File: src/rtl/trace_input_frontend_if.sv
// Pin, configuration and status bundle between the trace pins/register block
// and the trace input front end.
interface trace_input_frontend_if #(
  parameter int pMAX_WIDTH    = 4,
  parameter int pUSERIO_WIDTH = 4,
  parameter int pSEL_WIDTH    = 3,
  parameter int pIDLE_BITS    = 16
);
  logic [pMAX_WIDTH-1:0]            trace_pins;
  logic [pUSERIO_WIDTH-1:0]         userio_pins;
  logic [pMAX_WIDTH*pSEL_WIDTH-1:0] cfg_lane_sel;
  logic [pSEL_WIDTH-1:0]            cfg_swo_sel;
  logic [1:0]                       cfg_port_width;
  logic [pIDLE_BITS-1:0]            cfg_idle_limit;
  logic                             cfg_resync;
  logic [pMAX_WIDTH-1:0]            trace_data_o;
  logic                             swo_o;
  logic                             synchronized_o;
  logic [1:0]                       sync_lane_o;
  logic                             idle_o;
  logic                             heartbeat_o;

  modport master (
    output trace_pins, userio_pins, cfg_lane_sel, cfg_swo_sel,
           cfg_port_width, cfg_idle_limit, cfg_resync,
    input  trace_data_o, swo_o, synchronized_o, sync_lane_o, idle_o, heartbeat_o
  );

  modport slave (
    input  trace_pins, userio_pins, cfg_lane_sel, cfg_swo_sel,
           cfg_port_width, cfg_idle_limit, cfg_resync,
    output trace_data_o, swo_o, synchronized_o, sync_lane_o, idle_o, heartbeat_o
  );
endinterface

File: src/rtl/trace_input_frontend.sv
// Trace pin front end: programmable lane/SWO source muxing, width masking,
// TPIU full-sync detection, idle-line detection and a clock-alive heartbeat.
module trace_input_frontend #(
  parameter int pMAX_WIDTH      = 4,
  parameter int pUSERIO_WIDTH   = 4,
  parameter int pSEL_WIDTH      = 3,
  parameter int pIDLE_BITS      = 16,
  parameter int pHEARTBEAT_BITS = 23
) (
  input  logic                  trace_clk,
  input  logic                  reset,
  trace_input_frontend_if.slave tif
);
  localparam int NSRC = pMAX_WIDTH + pUSERIO_WIDTH;
  localparam int NPAD = 1 << pSEL_WIDTH;

  logic [pMAX_WIDTH-1:0]      trace_s1_reg;
  logic [pUSERIO_WIDTH-1:0]   userio_s1_reg;
  logic [pMAX_WIDTH-1:0]      trace_data_reg;
  logic [pMAX_WIDTH-1:0]      trace_data_next;
  logic                       swo_reg;
  logic                       swo_next;
  logic [pMAX_WIDTH-1:0]      prev_data_reg;
  logic [pIDLE_BITS-1:0]      idle_cnt_reg;
  logic                       idle_d_reg;
  logic                       idle_now;
  logic [1:0]                 port_width_reg;
  logic [pHEARTBEAT_BITS-1:0] heartbeat_reg;
  logic [5:0]                 ones_cnt_reg;
  logic [5:0]                 ones_cnt_next;
  logic                       sync_reg;
  logic [1:0]                 sync_lane_reg;

  logic [2:0]            active_w;
  logic [pMAX_WIDTH-1:0] lane_en;
  logic [NSRC-1:0]       src_vec;
  logic [NPAD-1:0]       src_pad;

  // Sources beyond the real pins are zero in the padded vector, so an
  // out-of-range select naturally reads 0.
  assign src_vec = {userio_s1_reg, trace_s1_reg};
  assign src_pad = NPAD'(src_vec);

  always_comb begin
    active_w = 3'd4;
    case (tif.cfg_port_width)
      2'd0:    active_w = 3'd1;
      2'd1:    active_w = 3'd2;
      default: active_w = 3'd4;
    endcase
  end

  genvar gi;
  generate
    for (gi = 0; gi < pMAX_WIDTH; gi++) begin : g_lane
      logic [pSEL_WIDTH-1:0] lane_sel;
      assign lane_sel            = tif.cfg_lane_sel[gi*pSEL_WIDTH +: pSEL_WIDTH];
      assign lane_en[gi]         = (active_w > 3'(gi));
      assign trace_data_next[gi] = lane_en[gi] & src_pad[lane_sel];
    end
  endgenerate

  assign swo_next = src_pad[tif.cfg_swo_sel];

  // Sync detector: lane 0 is the earliest bit, so the terminating zero is the
  // lowest active zero lane and the new run starts at the highest lane.
  logic       all_ones;
  logic       zero_seen;
  logic [1:0] z_idx;
  logic [5:0] tail_cnt;
  logic       tail_run;
  logic [6:0] run_sum;
  logic [6:0] term_sum;
  logic       sync_detect;
  logic       sync_clear;

  always_comb begin
    all_ones  = 1'b1;
    zero_seen = 1'b0;
    z_idx     = 2'd0;
    tail_cnt  = 6'd0;
    tail_run  = 1'b1;
    for (int i = 0; i < pMAX_WIDTH; i++) begin
      if (lane_en[i] && !trace_data_reg[i]) begin
        all_ones = 1'b0;
        if (!zero_seen) begin
          zero_seen = 1'b1;
          z_idx     = 2'(i);
        end
      end
    end
    for (int i = pMAX_WIDTH - 1; i >= 0; i--) begin
      if (lane_en[i]) begin
        if (tail_run && trace_data_reg[i]) tail_cnt = tail_cnt + 6'd1;
        else                               tail_run = 1'b0;
      end
    end
    run_sum     = {1'b0, ones_cnt_reg} + 7'(active_w);
    term_sum    = {1'b0, ones_cnt_reg} + 7'(z_idx);
    sync_detect = !all_ones && (term_sum >= 7'd31);
    if (all_ones) ones_cnt_next = (run_sum > 7'd63) ? 6'd63 : run_sum[5:0];
    else          ones_cnt_next = tail_cnt;
  end

  assign idle_now   = (tif.cfg_idle_limit != '0) && (idle_cnt_reg >= tif.cfg_idle_limit);
  assign sync_clear = tif.cfg_resync || (idle_now && !idle_d_reg) ||
                      (tif.cfg_port_width != port_width_reg);

  always_ff @(posedge trace_clk) begin
    if (reset) begin
      trace_s1_reg   <= '0;
      userio_s1_reg  <= '0;
      trace_data_reg <= '0;
      swo_reg        <= 1'b0;
      prev_data_reg  <= '0;
      idle_cnt_reg   <= '0;
      idle_d_reg     <= 1'b0;
      port_width_reg <= 2'd0;
      heartbeat_reg  <= '0;
      ones_cnt_reg   <= 6'd0;
      sync_reg       <= 1'b0;
      sync_lane_reg  <= 2'd0;
    end else begin
      trace_s1_reg   <= tif.trace_pins;
      userio_s1_reg  <= tif.userio_pins;
      trace_data_reg <= trace_data_next;
      swo_reg        <= swo_next;
      prev_data_reg  <= trace_data_reg;
      idle_d_reg     <= idle_now;
      port_width_reg <= tif.cfg_port_width;
      heartbeat_reg  <= heartbeat_reg + 1'b1;

      if (trace_data_reg != prev_data_reg) idle_cnt_reg <= '0;
      else if (idle_cnt_reg != '1)         idle_cnt_reg <= idle_cnt_reg + 1'b1;

      if (sync_clear) begin
        sync_reg     <= 1'b0;
        ones_cnt_reg <= 6'd0;
      end else begin
        ones_cnt_reg <= ones_cnt_next;
        if (sync_detect) begin
          sync_reg      <= 1'b1;
          sync_lane_reg <= z_idx;
        end
      end
    end
  end

  assign tif.trace_data_o   = trace_data_reg;
  assign tif.swo_o          = swo_reg;
  assign tif.synchronized_o = sync_reg;
  assign tif.sync_lane_o    = sync_lane_reg;
  assign tif.idle_o         = idle_now;
  assign tif.heartbeat_o    = heartbeat_reg[pHEARTBEAT_BITS-1];
endmodule
File: src/flat_wrapper.sv
// flat-port wrapper written by rule: the top's interface ports become plain ports
module trace_input_frontend_flat 
#(
  parameter int pMAX_WIDTH      = 4,
  parameter int pUSERIO_WIDTH   = 4,
  parameter int pSEL_WIDTH      = 3,
  parameter int pIDLE_BITS      = 16,
  parameter int pHEARTBEAT_BITS = 23
)
  (trace_clk, reset, tif_trace_pins, tif_userio_pins, tif_cfg_lane_sel, tif_cfg_swo_sel, tif_cfg_port_width, tif_cfg_idle_limit, tif_cfg_resync, tif_trace_data_o, tif_swo_o, tif_synchronized_o, tif_sync_lane_o, tif_idle_o, tif_heartbeat_o);
  trace_input_frontend_if #(.pMAX_WIDTH(pMAX_WIDTH), .pUSERIO_WIDTH(pUSERIO_WIDTH), .pSEL_WIDTH(pSEL_WIDTH), .pIDLE_BITS(pIDLE_BITS)) tif_i ();
  input  logic trace_clk;
  input  logic reset;
  input wire logic [$bits(tif_i.trace_pins)-1:0] tif_trace_pins;
  input wire logic [$bits(tif_i.userio_pins)-1:0] tif_userio_pins;
  input wire logic [$bits(tif_i.cfg_lane_sel)-1:0] tif_cfg_lane_sel;
  input wire logic [$bits(tif_i.cfg_swo_sel)-1:0] tif_cfg_swo_sel;
  input wire logic [$bits(tif_i.cfg_port_width)-1:0] tif_cfg_port_width;
  input wire logic [$bits(tif_i.cfg_idle_limit)-1:0] tif_cfg_idle_limit;
  input wire logic [$bits(tif_i.cfg_resync)-1:0] tif_cfg_resync;
  output wire logic [$bits(tif_i.trace_data_o)-1:0] tif_trace_data_o;
  output wire logic [$bits(tif_i.swo_o)-1:0] tif_swo_o;
  output wire logic [$bits(tif_i.synchronized_o)-1:0] tif_synchronized_o;
  output wire logic [$bits(tif_i.sync_lane_o)-1:0] tif_sync_lane_o;
  output wire logic [$bits(tif_i.idle_o)-1:0] tif_idle_o;
  output wire logic [$bits(tif_i.heartbeat_o)-1:0] tif_heartbeat_o;
  assign tif_i.trace_pins = tif_trace_pins;
  assign tif_i.userio_pins = tif_userio_pins;
  assign tif_i.cfg_lane_sel = tif_cfg_lane_sel;
  assign tif_i.cfg_swo_sel = tif_cfg_swo_sel;
  assign tif_i.cfg_port_width = tif_cfg_port_width;
  assign tif_i.cfg_idle_limit = tif_cfg_idle_limit;
  assign tif_i.cfg_resync = tif_cfg_resync;
  assign tif_trace_data_o = tif_i.trace_data_o;
  assign tif_swo_o = tif_i.swo_o;
  assign tif_synchronized_o = tif_i.synchronized_o;
  assign tif_sync_lane_o = tif_i.sync_lane_o;
  assign tif_idle_o = tif_i.idle_o;
  assign tif_heartbeat_o = tif_i.heartbeat_o;
  trace_input_frontend #(.pMAX_WIDTH(pMAX_WIDTH), .pUSERIO_WIDTH(pUSERIO_WIDTH), .pSEL_WIDTH(pSEL_WIDTH), .pIDLE_BITS(pIDLE_BITS), .pHEARTBEAT_BITS(pHEARTBEAT_BITS)) u_core (.trace_clk(trace_clk), .reset(reset), .tif(tif_i));
endmodule
File: config.mk
export PLATFORM = sky130hd
export DESIGN_NAME = trace_input_frontend_flat
export DESIGN_NICKNAME = d
export VERILOG_FILES = /design/src/rtl/trace_input_frontend_if.sv /design/src/rtl/trace_input_frontend.sv /design/src/flat_wrapper.sv
export SDC_FILE = /design/constraint.sdc
export NUM_CORES = 1
export LEC_CHECK = 0
export BUFFER_PORTS_ARGS = -buffer_cell sky130_fd_sc_hd__buf_2
export CORE_MARGIN = 2
export CORE_UTILIZATION = 52
export CTS_CLUSTER_DIAMETER = 120
export DETAILED_ROUTE_END_ITERATION = 16
export PLACE_DENSITY_LB_ADDON = 0.08
export SLEW_MARGIN = 10
export SYNTH_ARGS = -nofsm -noshare
export SYNTH_HDL_FRONTEND = slang
export SYNTH_SLANG_ARGS = --single-unit
File: constraint.sdc
create_clock -name trace_clk -period 3.8 [get_ports trace_clk]
set_clock_uncertainty 0.1 [all_clocks]
set_input_delay 1.14 -clock trace_clk [delete_from_list [all_inputs] [get_ports trace_clk]]
set_output_delay 1.14 -clock trace_clk [all_outputs]
set_load 0.02 [all_outputs]
After elaboration in Yosys (flattened, before gate mapping)
Index checks and enable logic that the tools add are counted.
Operators by class
  add/sub/neg operators: 7
  order comparisons: 12
  equality and inequality tests: 4
  mux-type cells: 40
  bitwise operators: 5
  reduce and logical (&&, ||, !) cells: 23
Operators with widths (number)
  $mux 6: 9
  $add 23x1->23 const B: 1
  $lt 3x4->1 const B: 5
  $mux 1: 20
  $add 6x1->6 const B: 3
  $add 16x1->16 const B: 1
  $ge 16x16->1: 1
  $ne 16x16->1 const B: 1
  $reduce_bool 16->1: 1
  $bmux 1 s3: 5
  $logic_and 1x1->1: 10
  $mux 2: 5
  $add 6x2->7: 1
  $add 6x3->7: 1
  $ge 7x5->1 const B: 1
  $gt 7x6->1 const B: 1
  $gt 3x1->1 const B: 2
  $gt 3x2->1 const B: 2
  $logic_not 1->1: 6
  $pmux 3 s2: 1
  $and 1x1->1: 4
  $ne 4x4->1: 1
  $reduce_or 2->1: 2
  $eq 2x1->1 const B: 1
  other kinds (5): 6
Word-level totals
  register bits after elaboration: 68
  input bits: 44
  word-level logic and storage cells: 103

Logic depth before layout (Yosys ltp)
  word-level depth: 15
  mapped depth: 14
  mapped depth without buffers: 14

Worst setup path after synthesis
No wires, ideal clock.
  path kind: input -> register
  start: input port tif_cfg_port_width[0]
  end: register u_core.sync_lane_reg[0], in the netlist u_core.tif.sync_lane_o[0]
  arrival: 3.844 ns
  required time: 3.629 ns
  slack: -0.214 ns
  stages on the path: 12
  path through: or2_2 ha_1 or2_2 nand2_1 o211ai_1 fa_1 and3_1 o21a_1 a21boi_1 o211ai_1 or3b_1 a21oi_1
Between the ends
  longest elaborated chain between the ends: 15
  elaborated cells on any way between the ends: 32
  those cells by class: add/sub: 1; order compare: 5; eq/ne: 2; mux: 14; bitwise: 1; reduce/logical: 9
Ends and longest elaborated chain
  start, declared: RTL line flat_wrapper.sv:18  | input wire logic [$bits(tif_i.cfg_port_width)-1:0] tif_cfg_port_width;
  $eq 2x1->1 or $logic_not 2->1 (tied branches): RTL line trace_input_frontend.sv:46  | case (tif.cfg_port_width)
  $pmux 3 s2: RTL line trace_input_frontend.sv:46
  $gt 3x1->1: RTL line trace_input_frontend.sv:58  | assign lane_en[gi] = (active_w > 3'(gi));
  $logic_and 1x1->1: RTL line trace_input_frontend.sv:84  | if (lane_en[i] && !trace_data_reg[i]) begin
  $mux 1: RTL line trace_input_frontend.sv:84
  $mux 1: RTL line trace_input_frontend.sv:86  | if (!zero_seen) begin
  $mux 2: RTL line trace_input_frontend.sv:84
  $mux 2: RTL line trace_input_frontend.sv:86
  $mux 2: RTL line trace_input_frontend.sv:84
  $mux 2: RTL line trace_input_frontend.sv:86
  $mux 2: RTL line trace_input_frontend.sv:84
  $add 6x2->7: RTL line trace_input_frontend.sv:99  | term_sum = {1'b0, ones_cnt_reg} + 7'(z_idx);
  $ge 7x5->1: RTL line trace_input_frontend.sv:100  | sync_detect = !all_ones && (term_sum >= 7'd31);
  $logic_and 1x1->1: RTL line trace_input_frontend.sv:100
  $reduce_and 2->1 (no line)
  end signal, assigned: RTL line trace_input_frontend.sv:143  | sync_lane_reg <= z_idx;
  end, declared: RTL line trace_input_frontend.sv:32  | logic [1:0] sync_lane_reg;
Several ways; a longest one is shown, not always the timed one.
A chain may end at the register's enable or synchronous reset.

Worst setup path in the final report
  start: input port tif_cfg_idle_limit[13]
  end: output port tif_idle_o
Between the ends
  longest elaborated chain between the ends: 2
  elaborated cells on any way between the ends: 3
  those cells by class: order compare: 1; reduce/logical: 2
Ends and longest elaborated chain
  start, declared: RTL line flat_wrapper.sv:19  | input wire logic [$bits(tif_i.cfg_idle_limit)-1:0] tif_cfg_idle_limit;
  $ge 16x16->1 or $reduce_bool 16->1 (tied branches): RTL line trace_input_frontend.sv:105  | assign idle_now = (tif.cfg_idle_limit != '0) && (idle_cnt_reg >= tif.cfg_idle_limit);
  $logic_and 1x1->1 *: RTL line trace_input_frontend.sv:105
  end, declared: RTL line flat_wrapper.sv:25  | output wire logic [$bits(tif_i.idle_o)-1:0] tif_idle_o;
Mark *: on every way between the ends. The rest lies on a longest branch, timed or not.

==> impl_metrics.json <==
{
  "drc": 0,
  "setup_viol": 1,
  "rows": 31,
  "die_w_um": 89.1,
  "antenna_cells": 0,
  "grt_overflow_total": 0,
  "seq_power_share_pct": 50.4,
  "status": "finished with violations",
  "violations": "setup timing",
  "min_period_ns": 3.83,
  "synth_area_per_cell_um2": 9.05,
  "maxCapViolCount": 0,
  "place_area_um2": 4320,
  "cp.arrival_ns": 2.59,
  "largest_reg_flops": 23,
  "max_freq_mhz": 261,
  "grt_pass1_wl_um": 12700,
  "synth.lib_cells_used.distinct": 48,
  "fillerInstances": 633,
  "p_total_w": 0.00149,
  "first_pass_iters": 4,
  "regArea_um2": 1360,
  "finalSetupTns_ns": -0.0257,
  "finalWorstSetupSlack_ns": -0.0257,
  "grt_max_degree": 48,
  "final-hold-violation-count": 0,
  "clockRootBuffer": "clkbuf_8",
  "antenna_found_initial": 0,
  "vias": 3133,
  "fin_util_pct": 64.6,
  "cts_tree": "done",
  "p_leak_nw": 1.93,
  "swShare_pct": 24.6,
  "ys_ff_latch": 68,
  "power.switching_w": 0.000365,
  "synth-edff-count": 0,
  "slew_headroom_pct": 63.8,
  "gp_congestion": 0.839,
  "fp.dieArea_um2": 7940,
  "first_global_vias": 2856,
  "syn2layout_area_growth_pct": 22.5,
  "yosys_warnings": 0,
  "cp.required_ns": 2.56,
  "hp-class": "reg -> reg",
  "routedWlPerCell_um": 13.1,
  "worst_pin_slew_ns": 0.538,
  "drv_slew": 0,
  "synth_ff_type": "dfxtp_1",
  "pwr-share-clk_pct": 37.6,
  "synthCells": 416,
  "final_common_cell": "dfxtp_1",
  "syn-cell-area_um2": 3770,
  "nets": 566,
  "rsz0062_at_grt": "yes",
  "final_cell_area_um2": 4610,
  "crit_fanout": 3,
  "worst_setup_path_end_kind": "primary output",
  "numPortBuffers": 53,
  "drt_iter0_drc": 142,
  "synth-async-reset-ratio_pct": 0,
  "start_util_pct": 52.8,
  "multi_input_area_um2": 2390,
  "cts_sinks": 68,
  "p_per_area_nw_per_um2": 322,
  "final_cell_mix": "dfxtp_1 (68), buf_2 (52), nor2_1 (48), inv_1 (27), a21oi_1 (27)",
  "period_share_pct": 101,
  "startpoint_type": "input pin",
  "grt_use_total_pct": 20.8,
  "drive_gt1_share_pct": 25.1,
  "comb_power_share_pct": 12.0,
  "die_h_um": 89.1,
  "postRouteAntennaNets": 0,
  "core-area_um2": 7140,
  "via_per_inst": 5.25,
  "placed_cells_incl_taps": 582,
  "internal_power_w": 0.00112,
  "clk_latency_ns": 0.34,
  "numCtsBuffers": 9,
  "h-tree-depth": 3,
  "dp_hpwl_um": 5640,
  "io_pins": 54,
  "syn-num-nets": 488,
  "clk_pin_slew_worst_paths_ns": 0.06,
  "irDropWorstVdd_v": 0.000307,
  "seq_area_frac_synth_pct": 36.1,
  "cts_max_path_buffers": 2,
  "finalNonFillerCells": 597,
  "worstSetupPathType": "in -> out",
  "wirelength_um": 7840
}
## Yosys cell counts (all sizes together), types with 2 or more instances
master    n  area share, %
mux4     10            6.0
clkbuf    8           0.80
o211ai    2           0.40
or2       3           0.50
a21boi    2           0.40
o21ai    12            1.6
a21o      5            1.0
xor2     17            4.0
xnor2    19            4.4
nor3b     6            1.2
a21oi    27            3.6
nand3    13            1.7
nor2     48            4.8
a2111oi   2           0.96
nand4    10            1.7
nand2b    5            1.0
or3       7            1.2
dfxtp    68             36
nand2    20            2.0
and4      2           0.47
ha       26            8.6
fa        2            1.1
and4b     2           0.53
nor4      5           0.83
inv      30            3.0
and3      6            1.0
mux2i     7            1.9
nor3     17            2.3
and2      4           0.66
nor2b    18            3.0
## metal layers
layer	track usage [%]	vias up	routed length, µm
li1	-	1622	-
met5	0	-	0
met1	25.8	1438	3620
met2	35.0	57	3770
met4	8.68	0	195
met3	4.52	16	250
## path summary, 6_finish.rpt
| check | start | end | slack [ns] | depth (start not counted) |
|---|---|---|---|---|
| max reg2reg | u_core.tif.trace_data_o[2]$_SDFF_PP0_ | u_core.tif.sync_lane_o[0]$_SDFFE_PP0P_ | 1.07 | 12 |
| min reg2reg | u_core.heartbeat_reg[0]$_SDFF_PP0_ | u_core.heartbeat_reg[0]$_SDFF_PP0_ | 0.37 | 1 |
| max | tif_cfg_idle_limit[13] | tif_idle_o | -0.03 | 9 |
| min | u_core.heartbeat_reg[0]$_SDFF_PP0_ | u_core.heartbeat_reg[0]$_SDFF_PP0_ | 0.37 | 1 |
## repair_timing
item	4_1_cts	5_1_grt
endpoints found under the setup margin	1	3
pin swaps	10	8
buffers inserted	1	0
gates resized for setup	9	11
endpoints found under the hold margin	0	0
hold buffers	0	0
## through the flow
stage,worst slack [ns],hold slack (ns)
2_1_floorplan,-0.0410,0.330
3_3_place_gp,-0.202,0.334
3_5_place_dp,-0.306,0.353
4_1_cts,0.00248,0.377
5_1_grt,-0.118,0.409
6_report,-0.0257,0.375
## critical path: stages
cell	delay, ns
buf_2	0.11
inv_1	0.08
ha_4	0.20
nand4_1	0.19
buf_6	0.16
nor3_4	0.05
a2111oi_4	0.36
a21boi_1	0.13
buf_4	0.18
## final cells by class
type                            count  area share (%)
Inverter                           30            2.44
Multi-Input combinational cell    309            51.8
Tap cell                           99            2.69
Timing Repair Buffer               76            9.63
Clock inverter                      5            1.17
Clock buffer                       10            2.77
Sequential cell                    68            29.5
## kinds of logic after synthesis
logic type	synth area share [%]
multiplexers	8.14
AND/OR/NAND/NOR	23.5
XOR/XNOR	8.37
adder cells (fa/ha/maj)	9.97
AO/OA/AOI/OAI	10.0
buffers and inverters	3.92
flip-flops	36.1
## power by group through the flow
| stage | registers, W | logic [W] | clock network, W |
|---|---|---|---|
| 3_3_place_gp | 0.000764 | 0.000167 | 0 |
| 2_1_floorplan | 0.000762 | 0.000101 | 0 |
| 6_report | 0.000748 | 0.000178 | 0.000559 |
| 3_5_place_dp | 0.000764 | 0.000171 | 0 |
| 4_1_cts | 0.000748 | 0.000175 | 0.000578 |
| 5_1_grt | 0.000751 | 0.000199 | 0.000612 |
No activity file was read; power rests on OpenSTA's default activity.
